### src/rtl/marx_cpu_req_buffer_if.sv
// Core-side request/result and shared-unit request/result signals of one per-core buffer.
// The buffer itself takes the slave view; the surrounding core and shared unit take the master view.
interface marx_cpu_req_buffer_if #(
  parameter int WOP_CPU      = 6,
  parameter int WAPUTYPE     = 3,
  parameter int NUSFLAGS_CPU = 5,
  parameter int NDSFLAGS_CPU = 15,
  parameter int WRESULT      = 32,
  parameter int WARG         = 32,
  parameter int NARGS_CPU    = 3
);
  logic                      cpu_req_ds_s_i;
  logic                      cpu_ack_ds_s_o;
  logic [WAPUTYPE-1:0]       cpu_type_ds_d_i;
  logic [NARGS_CPU*WARG-1:0] cpu_operands_ds_d_i;
  logic [WOP_CPU-1:0]        cpu_op_ds_d_i;
  logic [NDSFLAGS_CPU-1:0]   cpu_flags_ds_d_i;
  logic                      cpu_valid_us_s_o;
  logic                      cpu_ready_us_s_i;
  logic [WRESULT-1:0]        cpu_result_us_d_o;
  logic [NUSFLAGS_CPU-1:0]   cpu_flags_us_d_o;
  logic                      apu_req_o;
  logic                      apu_gnt_i;
  logic [WAPUTYPE-1:0]       apu_type_o;
  logic [NARGS_CPU*WARG-1:0] apu_operands_o;
  logic [WOP_CPU-1:0]        apu_op_o;
  logic [NDSFLAGS_CPU-1:0]   apu_flags_o;
  logic                      apu_rvalid_i;
  logic [WRESULT-1:0]        apu_result_i;
  logic [NUSFLAGS_CPU-1:0]   apu_flags_i;

  modport slave (
    input  cpu_req_ds_s_i, cpu_type_ds_d_i, cpu_operands_ds_d_i, cpu_op_ds_d_i, cpu_flags_ds_d_i,
    input  cpu_ready_us_s_i, apu_gnt_i, apu_rvalid_i, apu_result_i, apu_flags_i,
    output cpu_ack_ds_s_o, cpu_valid_us_s_o, cpu_result_us_d_o, cpu_flags_us_d_o,
    output apu_req_o, apu_type_o, apu_operands_o, apu_op_o, apu_flags_o
  );

  modport master (
    output cpu_req_ds_s_i, cpu_type_ds_d_i, cpu_operands_ds_d_i, cpu_op_ds_d_i, cpu_flags_ds_d_i,
    output cpu_ready_us_s_i, apu_gnt_i, apu_rvalid_i, apu_result_i, apu_flags_i,
    input  cpu_ack_ds_s_o, cpu_valid_us_s_o, cpu_result_us_d_o, cpu_flags_us_d_o,
    input  apu_req_o, apu_type_o, apu_operands_o, apu_op_o, apu_flags_o
  );
endinterface

### src/rtl/marx_cpu_req_buffer.sv
// Per-core request slot feeding the shared unit, with a credit-guarded in-order result FIFO back to the core.
// Credits cover slot + issued + queued requests, so every returning result always has a FIFO entry.
module marx_cpu_req_buffer #(
  parameter int WOP_CPU      = 6,
  parameter int WAPUTYPE     = 3,
  parameter int NUSFLAGS_CPU = 5,
  parameter int NDSFLAGS_CPU = 15,
  parameter int WRESULT      = 32,
  parameter int WARG         = 32,
  parameter int NARGS_CPU    = 3,
  parameter int RES_DEPTH    = 2
) (
  input  logic                             clk_i,
  input  logic                             rst_i,
  marx_cpu_req_buffer_if.slave             bus,
  output logic [$clog2(RES_DEPTH+1)-1:0]   outstanding_o,
  output logic                             err_o
);
  localparam int CW  = $clog2(RES_DEPTH + 1);
  localparam int IFW = CW + 1;
  localparam int PW  = (RES_DEPTH > 1) ? $clog2(RES_DEPTH) : 1;

  typedef enum logic {IDLE = 1'b0, PEND = 1'b1} slot_state_t;

  slot_state_t               state_q, state_d;
  logic [WAPUTYPE-1:0]       type_q;
  logic [NARGS_CPU*WARG-1:0] operands_q;
  logic [WOP_CPU-1:0]        op_q;
  logic [NDSFLAGS_CPU-1:0]   flags_q;
  logic [CW-1:0]             outstanding_q, fifo_count_q;
  logic [PW-1:0]             rd_ptr_q, wr_ptr_q;
  logic [WRESULT-1:0]        res_mem [RES_DEPTH];
  logic [NUSFLAGS_CPU-1:0]   flg_mem [RES_DEPTH];
  logic                      err_q;

  logic [IFW-1:0] in_flight;
  logic           ack, issue, rvalid_ok, fifo_empty, fifo_full, push, pop;

  function automatic logic [PW-1:0] next_ptr(input logic [PW-1:0] p);
    return (p == PW'(RES_DEPTH - 1)) ? '0 : p + PW'(1);
  endfunction

  // Credit check uses registered state only; a pop in the same cycle frees nothing until next cycle.
  always_comb begin
    in_flight  = IFW'(state_q == PEND) + IFW'(outstanding_q) + IFW'(fifo_count_q);
    ack        = bus.cpu_req_ds_s_i & ((state_q == IDLE) | bus.apu_gnt_i) &
                 (in_flight < IFW'(RES_DEPTH));
    issue      = (state_q == PEND) & bus.apu_gnt_i;
    fifo_empty = (fifo_count_q == '0);
    fifo_full  = (fifo_count_q == CW'(RES_DEPTH));
    pop        = !fifo_empty & bus.cpu_ready_us_s_i;
    rvalid_ok  = bus.apu_rvalid_i & (outstanding_q != '0);
    push       = rvalid_ok & (!fifo_full | pop);
  end

  always_comb begin
    state_d = state_q;
    case (state_q)
      IDLE:    if (ack) state_d = PEND;
      PEND:    if (bus.apu_gnt_i && !ack) state_d = IDLE;
      default: state_d = IDLE;
    endcase
  end

  always_ff @(posedge clk_i) begin
    if (rst_i) state_q <= IDLE;
    else       state_q <= state_d;
  end

  always_ff @(posedge clk_i) begin
    if (rst_i) begin
      type_q     <= '0;
      operands_q <= '0;
      op_q       <= '0;
      flags_q    <= '0;
    end else if (ack) begin
      type_q     <= bus.cpu_type_ds_d_i;
      operands_q <= bus.cpu_operands_ds_d_i;
      op_q       <= bus.cpu_op_ds_d_i;
      flags_q    <= bus.cpu_flags_ds_d_i;
    end
  end

  // Any rvalid that cannot be pushed (nothing outstanding, or no room) is dropped and latched as an error.
  always_ff @(posedge clk_i) begin
    if (rst_i) begin
      outstanding_q <= '0;
      fifo_count_q  <= '0;
      rd_ptr_q      <= '0;
      wr_ptr_q      <= '0;
      err_q         <= 1'b0;
      for (int i = 0; i < RES_DEPTH; i++) begin
        res_mem[i] <= '0;
        flg_mem[i] <= '0;
      end
    end else begin
      outstanding_q <= outstanding_q + CW'(issue) - CW'(rvalid_ok);
      fifo_count_q  <= fifo_count_q + CW'(push) - CW'(pop);
      if (push) begin
        res_mem[wr_ptr_q] <= bus.apu_result_i;
        flg_mem[wr_ptr_q] <= bus.apu_flags_i;
        wr_ptr_q          <= next_ptr(wr_ptr_q);
      end
      if (pop) rd_ptr_q <= next_ptr(rd_ptr_q);
      if (bus.apu_rvalid_i && !push) err_q <= 1'b1;
    end
  end

  assign bus.cpu_ack_ds_s_o    = ack;
  assign bus.cpu_valid_us_s_o  = !fifo_empty;
  assign bus.cpu_result_us_d_o = fifo_empty ? '0 : res_mem[rd_ptr_q];
  assign bus.cpu_flags_us_d_o  = fifo_empty ? '0 : flg_mem[rd_ptr_q];
  assign bus.apu_req_o         = (state_q == PEND);
  assign bus.apu_type_o        = type_q;
  assign bus.apu_operands_o    = operands_q;
  assign bus.apu_op_o          = op_q;
  assign bus.apu_flags_o       = flags_q;
  assign outstanding_o         = outstanding_q;
  assign err_o                 = err_q;
endmodule

### src/flat_wrapper.sv
// flat-port wrapper written by rule: the top's interface ports become plain ports
module marx_cpu_req_buffer_flat 
#(
  parameter int WOP_CPU      = 6,
  parameter int WAPUTYPE     = 3,
  parameter int NUSFLAGS_CPU = 5,
  parameter int NDSFLAGS_CPU = 15,
  parameter int WRESULT      = 32,
  parameter int WARG         = 32,
  parameter int NARGS_CPU    = 3,
  parameter int RES_DEPTH    = 2
)
  (clk_i, rst_i, outstanding_o, err_o, bus_cpu_req_ds_s_i, bus_cpu_type_ds_d_i, bus_cpu_operands_ds_d_i, bus_cpu_op_ds_d_i, bus_cpu_flags_ds_d_i, bus_cpu_ready_us_s_i, bus_apu_gnt_i, bus_apu_rvalid_i, bus_apu_result_i, bus_apu_flags_i, bus_cpu_ack_ds_s_o, bus_cpu_valid_us_s_o, bus_cpu_result_us_d_o, bus_cpu_flags_us_d_o, bus_apu_req_o, bus_apu_type_o, bus_apu_operands_o, bus_apu_op_o, bus_apu_flags_o);
  marx_cpu_req_buffer_if #(.WOP_CPU(WOP_CPU), .WAPUTYPE(WAPUTYPE), .NUSFLAGS_CPU(NUSFLAGS_CPU), .NDSFLAGS_CPU(NDSFLAGS_CPU), .WRESULT(WRESULT), .WARG(WARG), .NARGS_CPU(NARGS_CPU)) bus_i ();
  input  logic clk_i;
  input  logic rst_i;
  output logic [$clog2(RES_DEPTH+1)-1:0] outstanding_o;
  output logic err_o;
  input wire logic [$bits(bus_i.cpu_req_ds_s_i)-1:0] bus_cpu_req_ds_s_i;
  input wire logic [$bits(bus_i.cpu_type_ds_d_i)-1:0] bus_cpu_type_ds_d_i;
  input wire logic [$bits(bus_i.cpu_operands_ds_d_i)-1:0] bus_cpu_operands_ds_d_i;
  input wire logic [$bits(bus_i.cpu_op_ds_d_i)-1:0] bus_cpu_op_ds_d_i;
  input wire logic [$bits(bus_i.cpu_flags_ds_d_i)-1:0] bus_cpu_flags_ds_d_i;
  input wire logic [$bits(bus_i.cpu_ready_us_s_i)-1:0] bus_cpu_ready_us_s_i;
  input wire logic [$bits(bus_i.apu_gnt_i)-1:0] bus_apu_gnt_i;
  input wire logic [$bits(bus_i.apu_rvalid_i)-1:0] bus_apu_rvalid_i;
  input wire logic [$bits(bus_i.apu_result_i)-1:0] bus_apu_result_i;
  input wire logic [$bits(bus_i.apu_flags_i)-1:0] bus_apu_flags_i;
  output wire logic [$bits(bus_i.cpu_ack_ds_s_o)-1:0] bus_cpu_ack_ds_s_o;
  output wire logic [$bits(bus_i.cpu_valid_us_s_o)-1:0] bus_cpu_valid_us_s_o;
  output wire logic [$bits(bus_i.cpu_result_us_d_o)-1:0] bus_cpu_result_us_d_o;
  output wire logic [$bits(bus_i.cpu_flags_us_d_o)-1:0] bus_cpu_flags_us_d_o;
  output wire logic [$bits(bus_i.apu_req_o)-1:0] bus_apu_req_o;
  output wire logic [$bits(bus_i.apu_type_o)-1:0] bus_apu_type_o;
  output wire logic [$bits(bus_i.apu_operands_o)-1:0] bus_apu_operands_o;
  output wire logic [$bits(bus_i.apu_op_o)-1:0] bus_apu_op_o;
  output wire logic [$bits(bus_i.apu_flags_o)-1:0] bus_apu_flags_o;
  assign bus_i.cpu_req_ds_s_i = bus_cpu_req_ds_s_i;
  assign bus_i.cpu_type_ds_d_i = bus_cpu_type_ds_d_i;
  assign bus_i.cpu_operands_ds_d_i = bus_cpu_operands_ds_d_i;
  assign bus_i.cpu_op_ds_d_i = bus_cpu_op_ds_d_i;
  assign bus_i.cpu_flags_ds_d_i = bus_cpu_flags_ds_d_i;
  assign bus_i.cpu_ready_us_s_i = bus_cpu_ready_us_s_i;
  assign bus_i.apu_gnt_i = bus_apu_gnt_i;
  assign bus_i.apu_rvalid_i = bus_apu_rvalid_i;
  assign bus_i.apu_result_i = bus_apu_result_i;
  assign bus_i.apu_flags_i = bus_apu_flags_i;
  assign bus_cpu_ack_ds_s_o = bus_i.cpu_ack_ds_s_o;
  assign bus_cpu_valid_us_s_o = bus_i.cpu_valid_us_s_o;
  assign bus_cpu_result_us_d_o = bus_i.cpu_result_us_d_o;
  assign bus_cpu_flags_us_d_o = bus_i.cpu_flags_us_d_o;
  assign bus_apu_req_o = bus_i.apu_req_o;
  assign bus_apu_type_o = bus_i.apu_type_o;
  assign bus_apu_operands_o = bus_i.apu_operands_o;
  assign bus_apu_op_o = bus_i.apu_op_o;
  assign bus_apu_flags_o = bus_i.apu_flags_o;
  marx_cpu_req_buffer #(.WOP_CPU(WOP_CPU), .WAPUTYPE(WAPUTYPE), .NUSFLAGS_CPU(NUSFLAGS_CPU), .NDSFLAGS_CPU(NDSFLAGS_CPU), .WRESULT(WRESULT), .WARG(WARG), .NARGS_CPU(NARGS_CPU), .RES_DEPTH(RES_DEPTH)) u_core (.clk_i(clk_i), .rst_i(rst_i), .bus(bus_i), .outstanding_o(outstanding_o), .err_o(err_o));
endmodule
### config.mk
export PLATFORM = sky130hd
export DESIGN_NAME = marx_cpu_req_buffer_flat
export DESIGN_NICKNAME = d
export VERILOG_FILES = /design/src/rtl/marx_cpu_req_buffer_if.sv /design/src/rtl/marx_cpu_req_buffer.sv /design/src/flat_wrapper.sv
export SDC_FILE = /design/constraint.sdc
export NUM_CORES = 1
export LEC_CHECK = 0
export ABC_AREA = 1
export CORE_ASPECT_RATIO = 1.1
export CORE_MARGIN = 2
export CORE_UTILIZATION = 39
export CTS_CLUSTER_SIZE = 28
export DETAILED_ROUTE_END_ITERATION = 8
export PLACE_DENSITY = 0.76
export SYNTH_ARGS = -nofsm -noshare
export SYNTH_HDL_FRONTEND = slang
export SYNTH_SLANG_ARGS = --single-unit
export TNS_END_PERCENT = 20
### constraint.sdc
create_clock -name clk_i -period 2.52 [get_ports clk_i]
set_clock_uncertainty 0.15 [all_clocks]
set_input_delay 0.504 -clock clk_i [delete_from_list [all_inputs] [get_ports clk_i]]
set_output_delay 0.504 -clock clk_i [all_outputs]
set_load 0.05 [all_outputs]
After elaboration in Yosys (flattened, before gate mapping). Memories as Yosys holds them, arrays and structs flattened. A register that Yosys moved wholly into a read port is not among the register bits. Cells that the tools add are included.

Register bits after elaboration: 128. Bits in writable memories: 74. Bits of input ports: 163. Output and inout port bits: 163. Word-level logic and storage cells: 63. Memories: 2.

Add/sub/neg operators: 8. Magnitude comparators: 1. Eq/ne operators: 1. Multiplexer cells: 22. Bitwise logic cells: 9. Reduce and logical (&&, ||, !) cells: 10.

Memory list: u_core.res_mem (depth 2, width 32, read ports 1, clocked after Yosys merged registers in 1, write ports 2, RTL line marx_cpu_req_buffer.sv:32) `logic [WRESULT-1:0] res_mem [RES_DEPTH];`; u_core.flg_mem (depth 2, width 5, read ports 1, clocked after Yosys merged registers in 1, write ports 2, RTL line marx_cpu_req_buffer.sv:33) `logic [NUSFLAGS_CPU-1:0] flg_mem [RES_DEPTH];`.

Operators by type and width (count): $mux 32 (2); $reduce_or 32->1 (1); $mux 1 (17); $mux 5 (2); $and 1x1->1 (6); $reduce_or 5->1 (1); $add 2x1->2 (2); $logic_not 1->1 (4); $sub 2x1->2 (2); $add 1x2->3 (1); $add 3x2->3 (1); $lt 3x2->1 const B (1); $add 1x1->1 const B (2); $eq 2x2->1 const B (1); $logic_and 1x1->1 (2); $logic_not 2->1 (1); $or 1x1->1 (2); $pmux 1 s2 (1); $reduce_bool 2->1 (1); $not 1->1 (1).

Longest topological paths before layout. Gate-level depths: netlist of the first run.

Word-level depth: 10. Gate-level depth with buffers: 11. Gate-level depth less buffers: 9.

Least setup slack after synthesis of the first run. OpenSTA, ideal clock, no wires.

Path type: reg-to-output. Start: reg u_core.outstanding_q[0], in the netlist u_core.outstanding_o[0]. End: out bus_cpu_ack_ds_s_o. Arrival time: 2076 ps. Required time: 1866 ps. Setup slack: -210 ps. Cell stages (with the launch flop): 9. Cell sequence: dfxtp_1 > ha_1 > a21oi_1 > fa_1 > inv_1 > nor2_1 > nand2_2 > inv_2 > buf_2.

Longest elaborated chain between the ends: 4.

Ends and longest elaborated chain: from (decl) (RTL line marx_cpu_req_buffer.sv:30) `logic [CW-1:0] outstanding_q, fifo_count_q;`; from (signal assigned) (RTL line marx_cpu_req_buffer.sv:97) `outstanding_q <= outstanding_q + CW'(issue) - CW'(rvalid_ok);`; $add 1x2->3 (RTL line marx_cpu_req_buffer.sv:45) `in_flight = IFW'(state_q == PEND) + IFW'(outstanding_q) + IFW'(fifo_count_q);`; $add 3x2->3 (RTL line marx_cpu_req_buffer.sv:45); $lt 3x2->1 (RTL line marx_cpu_req_buffer.sv:47) `(in_flight < IFW'(RES_DEPTH));`; $and 1x1->1 (RTL line marx_cpu_req_buffer.sv:46) `ack = bus.cpu_req_ds_s_i & ((state_q == IDLE) | bus.apu_gnt_i) &`; to (decl) (RTL line flat_wrapper.sv:29) `output wire logic [$bits(bus_i.cpu_ack_ds_s_o)-1:0] bus_cpu_ack_ds_s_o;`.

No other way between the ends.

Worst setup path in the final report of the first run.
Start: reg u_core.fifo_count_q[0]. End: out bus_cpu_ack_ds_s_o.

Longest elaborated chain between the ends: 3.

Ends and longest elaborated chain: from (decl) (RTL line marx_cpu_req_buffer.sv:30); from (signal assigned) (RTL line marx_cpu_req_buffer.sv:98) `fifo_count_q <= fifo_count_q + CW'(push) - CW'(pop);`; $add 3x2->3 (RTL line marx_cpu_req_buffer.sv:45); $lt 3x2->1 (RTL line marx_cpu_req_buffer.sv:47); $and 1x1->1 (RTL line marx_cpu_req_buffer.sv:46).

No other way between the ends.

==> results.py, run 1 <==
metrics = {
    "status": {
        "status": "finished with violations",
        "violations": "setup timing",
    },
    "power_and_ir_drop": {
        "power.internal_uw": 9830,
        "power.share.combinational_pct": 55.7,
        "vdd_drop_max_mv": 1.08,
        "powerDensity_nw_per_um2": 1550,
        "leakagePower_uw": 0.00500,
        "p_switching_uw": 9020,
        "seqPwrFrac_pct": 27.3,
        "clkPwrFrac_pct": 17.0,
        "swShare_pct": 47.8,
    },
    "worst_setup_path": {
        "r2r_end": "u_core.bus.apu_op_o[4]$_SDFFE_PP0P_",
        "ff2ff_setup_slack_ns": 0.17,
        "cp_data_arrival_time_ns": 2.03,
        "crit_path_end_kind": "output pin",
        "worstSetupPathType": "flip-flop to output pin",
        "crit_fanout": 2,
        "r2r-start": "u_core.fifo_count_q[0]$_SDFF_PP0_",
        "worstSetupStartpointType": "flip-flop",
        "reg2reg_depth": 12,
        "critPathRequiredTime_ns": 1.87,
    },
    "clock_tree": {
        "cts_root_buffer": "clkbuf_16",
        "cts_sinks": 203,
        "numCtsBuffers": 22,
        "holdBufCountCts": 0,
        "clk_pin_slew_worst_paths_ns": 0.06,
        "clockBufferDepth": 3,
        "cts_max_level": 1,
        "insertion_delay_ns": 0.49,
        "cts_tree": "done",
    },
    "timing": {
        "finalSetupViolCount": 1,
        "setup_ws_ns": -0.169,
        "hold_ws_ns": 0.327,
        "drv_slew": 0,
        "fmax_mhz": 372,
        "worst_slew_pin_slew_ns": 0.609,
        "finalHoldViolations": 0,
        "fin_crit_ns": 2.69,
        "fin_tns_setup_ns": -0.169,
        "fin_crit_sh_pct": 107,
        "rsz0062_at_grt": "true",
        "slew-limit-headroom_pct": 59.3,
    },
    "synth": {
        "syn_nets": 1077,
        "synthTopCellsByArea": "dfxtp_1 32%, edfxtp_1 28%, nor2_1 14%",
        "yosysTopAreaCell": "dfxtp_1",
        "synth.top_cell.area_share_pct": 32.2,
        "avgSynthCellArea_um2": 8.83,
        "syn_inst": 908,
        "yosys_warnings": 0,
        "synth_cell_type_count": 21,
        "ys_seq_area_share_pct": 59.9,
        "synth_area_um2": 8020,
        "ys_ff_latch": 203,
    },
    "grt": {
        "antenna_found_initial": 6,
        "grt_start_max_net_pins": 85,
        "grt_pass1_wl_um": 35100,
        "grt_pass1_vias": 6819,
        "grt.overflow.total": 0,
        "grt_use_total_pct": 20.0,
    },
    "routing": {
        "drt_iter0_drc": 204,
        "drc": 0,
        "ant_nets": 0,
        "dr.pass1.iters": 4,
        "via_per_inst": 4.71,
        "vias": 7044,
        "wirelength_um": 22800,
        "detail_route.wl_per_cell_um": 15.2,
    },
    "min_path": {
        "holdCritStartpoint": "u_core.bus.apu_operands_o[52]$_SDFFE_PP0P_",
        "whs_path_depth": 2,
        "holdPathEnd": "u_core.bus.apu_operands_o[52]$_SDFFE_PP0P_",
        "hold_class": "flip-flop to flip-flop",
    },
    "finish": {
        "final_area_um2": 12200,
        "fin_cells": 1497,
        "final_net_count": 1390,
        "area_growth_pct": 51.9,
        "drive_gt1_share_pct": 10.9,
        "final_util_pct": 59.8,
    },
    "placement": {
        "gp_congestion": 0.802,
        "hpwl_um": 15700,
        "placed_cell_area_um2": 11400,
        "place_inst": 1449,
        "io_buffers": 325,
    },
    "floorplan": {
        "ios": 326,
        "die_area_um2": 21700,
        "fp.dieW_um": 141,
        "die-height_um": 154,
        "fp-row-count": 55,
        "core_area_um2": 20400,
        "initial_core_util_pct": 39.4,
    },
    "job": {
        "max-cap-violations": 0,
    },
}
## timing repair
item                                    in CTS  in global routing
resized for setup                            4                  3
buffers inserted                             4                  0
pin swaps                                    3                  0
hold endpoints to repair                     0                  0
endpoints found under the setup margin       1                 40
## how the worst max path moves through the flow
stage                                                       to                               start  slack [ns]  cells after the start
finish                                      bus_cpu_ack_ds_s_o   u_core.fifo_count_q[0]$_SDFF_PP0_       -0.17                      8
global route                                bus_cpu_ack_ds_s_o   u_core.fifo_count_q[0]$_SDFF_PP0_       -0.23                      8
global placement    u_core.bus.apu_operands_o[86]$_SDFFE_PP0P_  u_core.outstanding_o[0]$_SDFF_PP0_        0.14                     11
floorplan                   u_core.flg_mem[1][0]$_SDFFCE_PN0P_  u_core.outstanding_o[1]$_SDFF_PP0_       -0.16                      6
CTS                                         bus_cpu_ack_ds_s_o   u_core.fifo_count_q[0]$_SDFF_PP0_       -0.19                      8
detailed placement  u_core.bus.apu_operands_o[20]$_SDFFE_PP0P_   u_core.fifo_count_q[0]$_SDFF_PP0_         0.1                     11
## cell usage after synthesis, drive strengths merged
library cell,instances
nor2,328
nand2,89
nand4,2
ha,5
dfxtp,129
edfxtp,74
xor2,2
clkbuf,15
nand3,2
fa,1
o21ai,120
inv,57
a21oi,40
buf,44
## kinds of logic after synthesis
logic type / Yosys count / synth area share [%]
and+or+nand+nor: 421 / 21.3
DFF: 203 / 59.9
AOI/OAI and AO/OA: 160 / 9.98
buffers and inverters: 116 / 7.57
adders and majority gates: 6 / 1.03
xor gates and xnor gates: 2 / 0.218
## state kept, by name, indices dropped and copies added, names as in the netlist, named ones only
name                       flops
u_core.flg_mem                10
u_core.bus.apu_operands_o     96
u_core.rd_ptr_q                1
u_core.res_mem                64
u_core.bus.apu_flags_o        15
u_core.bus.apu_req_o           1
u_core.outstanding_o           2
u_core.bus.apu_type_o          3
u_core.bus.apu_op_o            6
u_core.fifo_count_q            2
u_core.wr_ptr_q                1
u_core.err_o                   1
## power by group through the flow
stage | clock (uW) | combinational [uW] | sequential [uW]
global route | 3420 | 11200 | 5280
floorplan | 0 | 3650 | 8560
detailed placement | 0 | 10400 | 5200
global placement | 0 | 10300 | 5160
finish | 3200 | 10500 | 5150
CTS | 3290 | 10600 | 5160
## through the flow
step	setup slack, ns	power (uW)
after floorplan	-0.159	12200
after global placement	0.142	15500
after detailed placement	0.0986	15600
after CTS	-0.190	19000
after global routing	-0.229	19900
final	-0.169	18900
## cell usage in the layout, fill, tap and decap left out, types with 2 or more instances in the layout
cell / n
dfxtp_1: 127
nand3_1: 2
buf_12: 10
nand2_1: 87
clkbuf_8: 3
clkbuf_16: 24
ha_1: 4
o21ai_0: 120
clkbuf_1: 4
nor2_1: 302
diode_2: 6
clkbuf_4: 2
nor2_4: 9
edfxtp_1: 74
buf_4: 51
nor2_2: 17
dfxtp_2: 2
a21oi_1: 39
nand4_2: 2
clkdlybuf4s50_1: 284
inv_1: 54
xor2_1: 2
clkinv_2: 4
buf_6: 2
## area by class of cell
class	instances	area [um^2]
timing repair buffer	348	3460
fill	1754	8190
clock inverter	5	52.6
antenna	6	15.0
inverter	57	218
clock buffer	33	672
sequential	203	4810
tap	256	320
multi-input combinational	589	2640
## per-layer routing
| metal | part of all wire, % | up-vias | GRT usage [%] |
|---|---|---|---|
| li1 | - | 3516 | - |
| met1 | 38 | 3227 | 22.3 |
| met2 | 48 | 254 | 33.8 |
| met3 | 11 | 45 | 8.54 |
| met4 | 3.1 | 2 | 7.95 |
| met5 | 0.057 | - | 0 |
## worst max-delay path, cell delays in order (launching register included)
cell     delay (ns)
dfxtp_2        0.34
ha_4           0.25
a21oi_2        0.04
fa_1           0.48
inv_1          0.05
nor2_2         0.11
nand2_4        0.07
inv_4          0.06
buf_12         0.13
No activity file was read; power rests on OpenSTA's default activity.
==> inputs of run 2 (changes only) <==
Settings changed: TNS_END_PERCENT 20 to 5.
==> results of run 2 <==
Same layout as run 1: the final DEF is identical, and so are final timing and power.
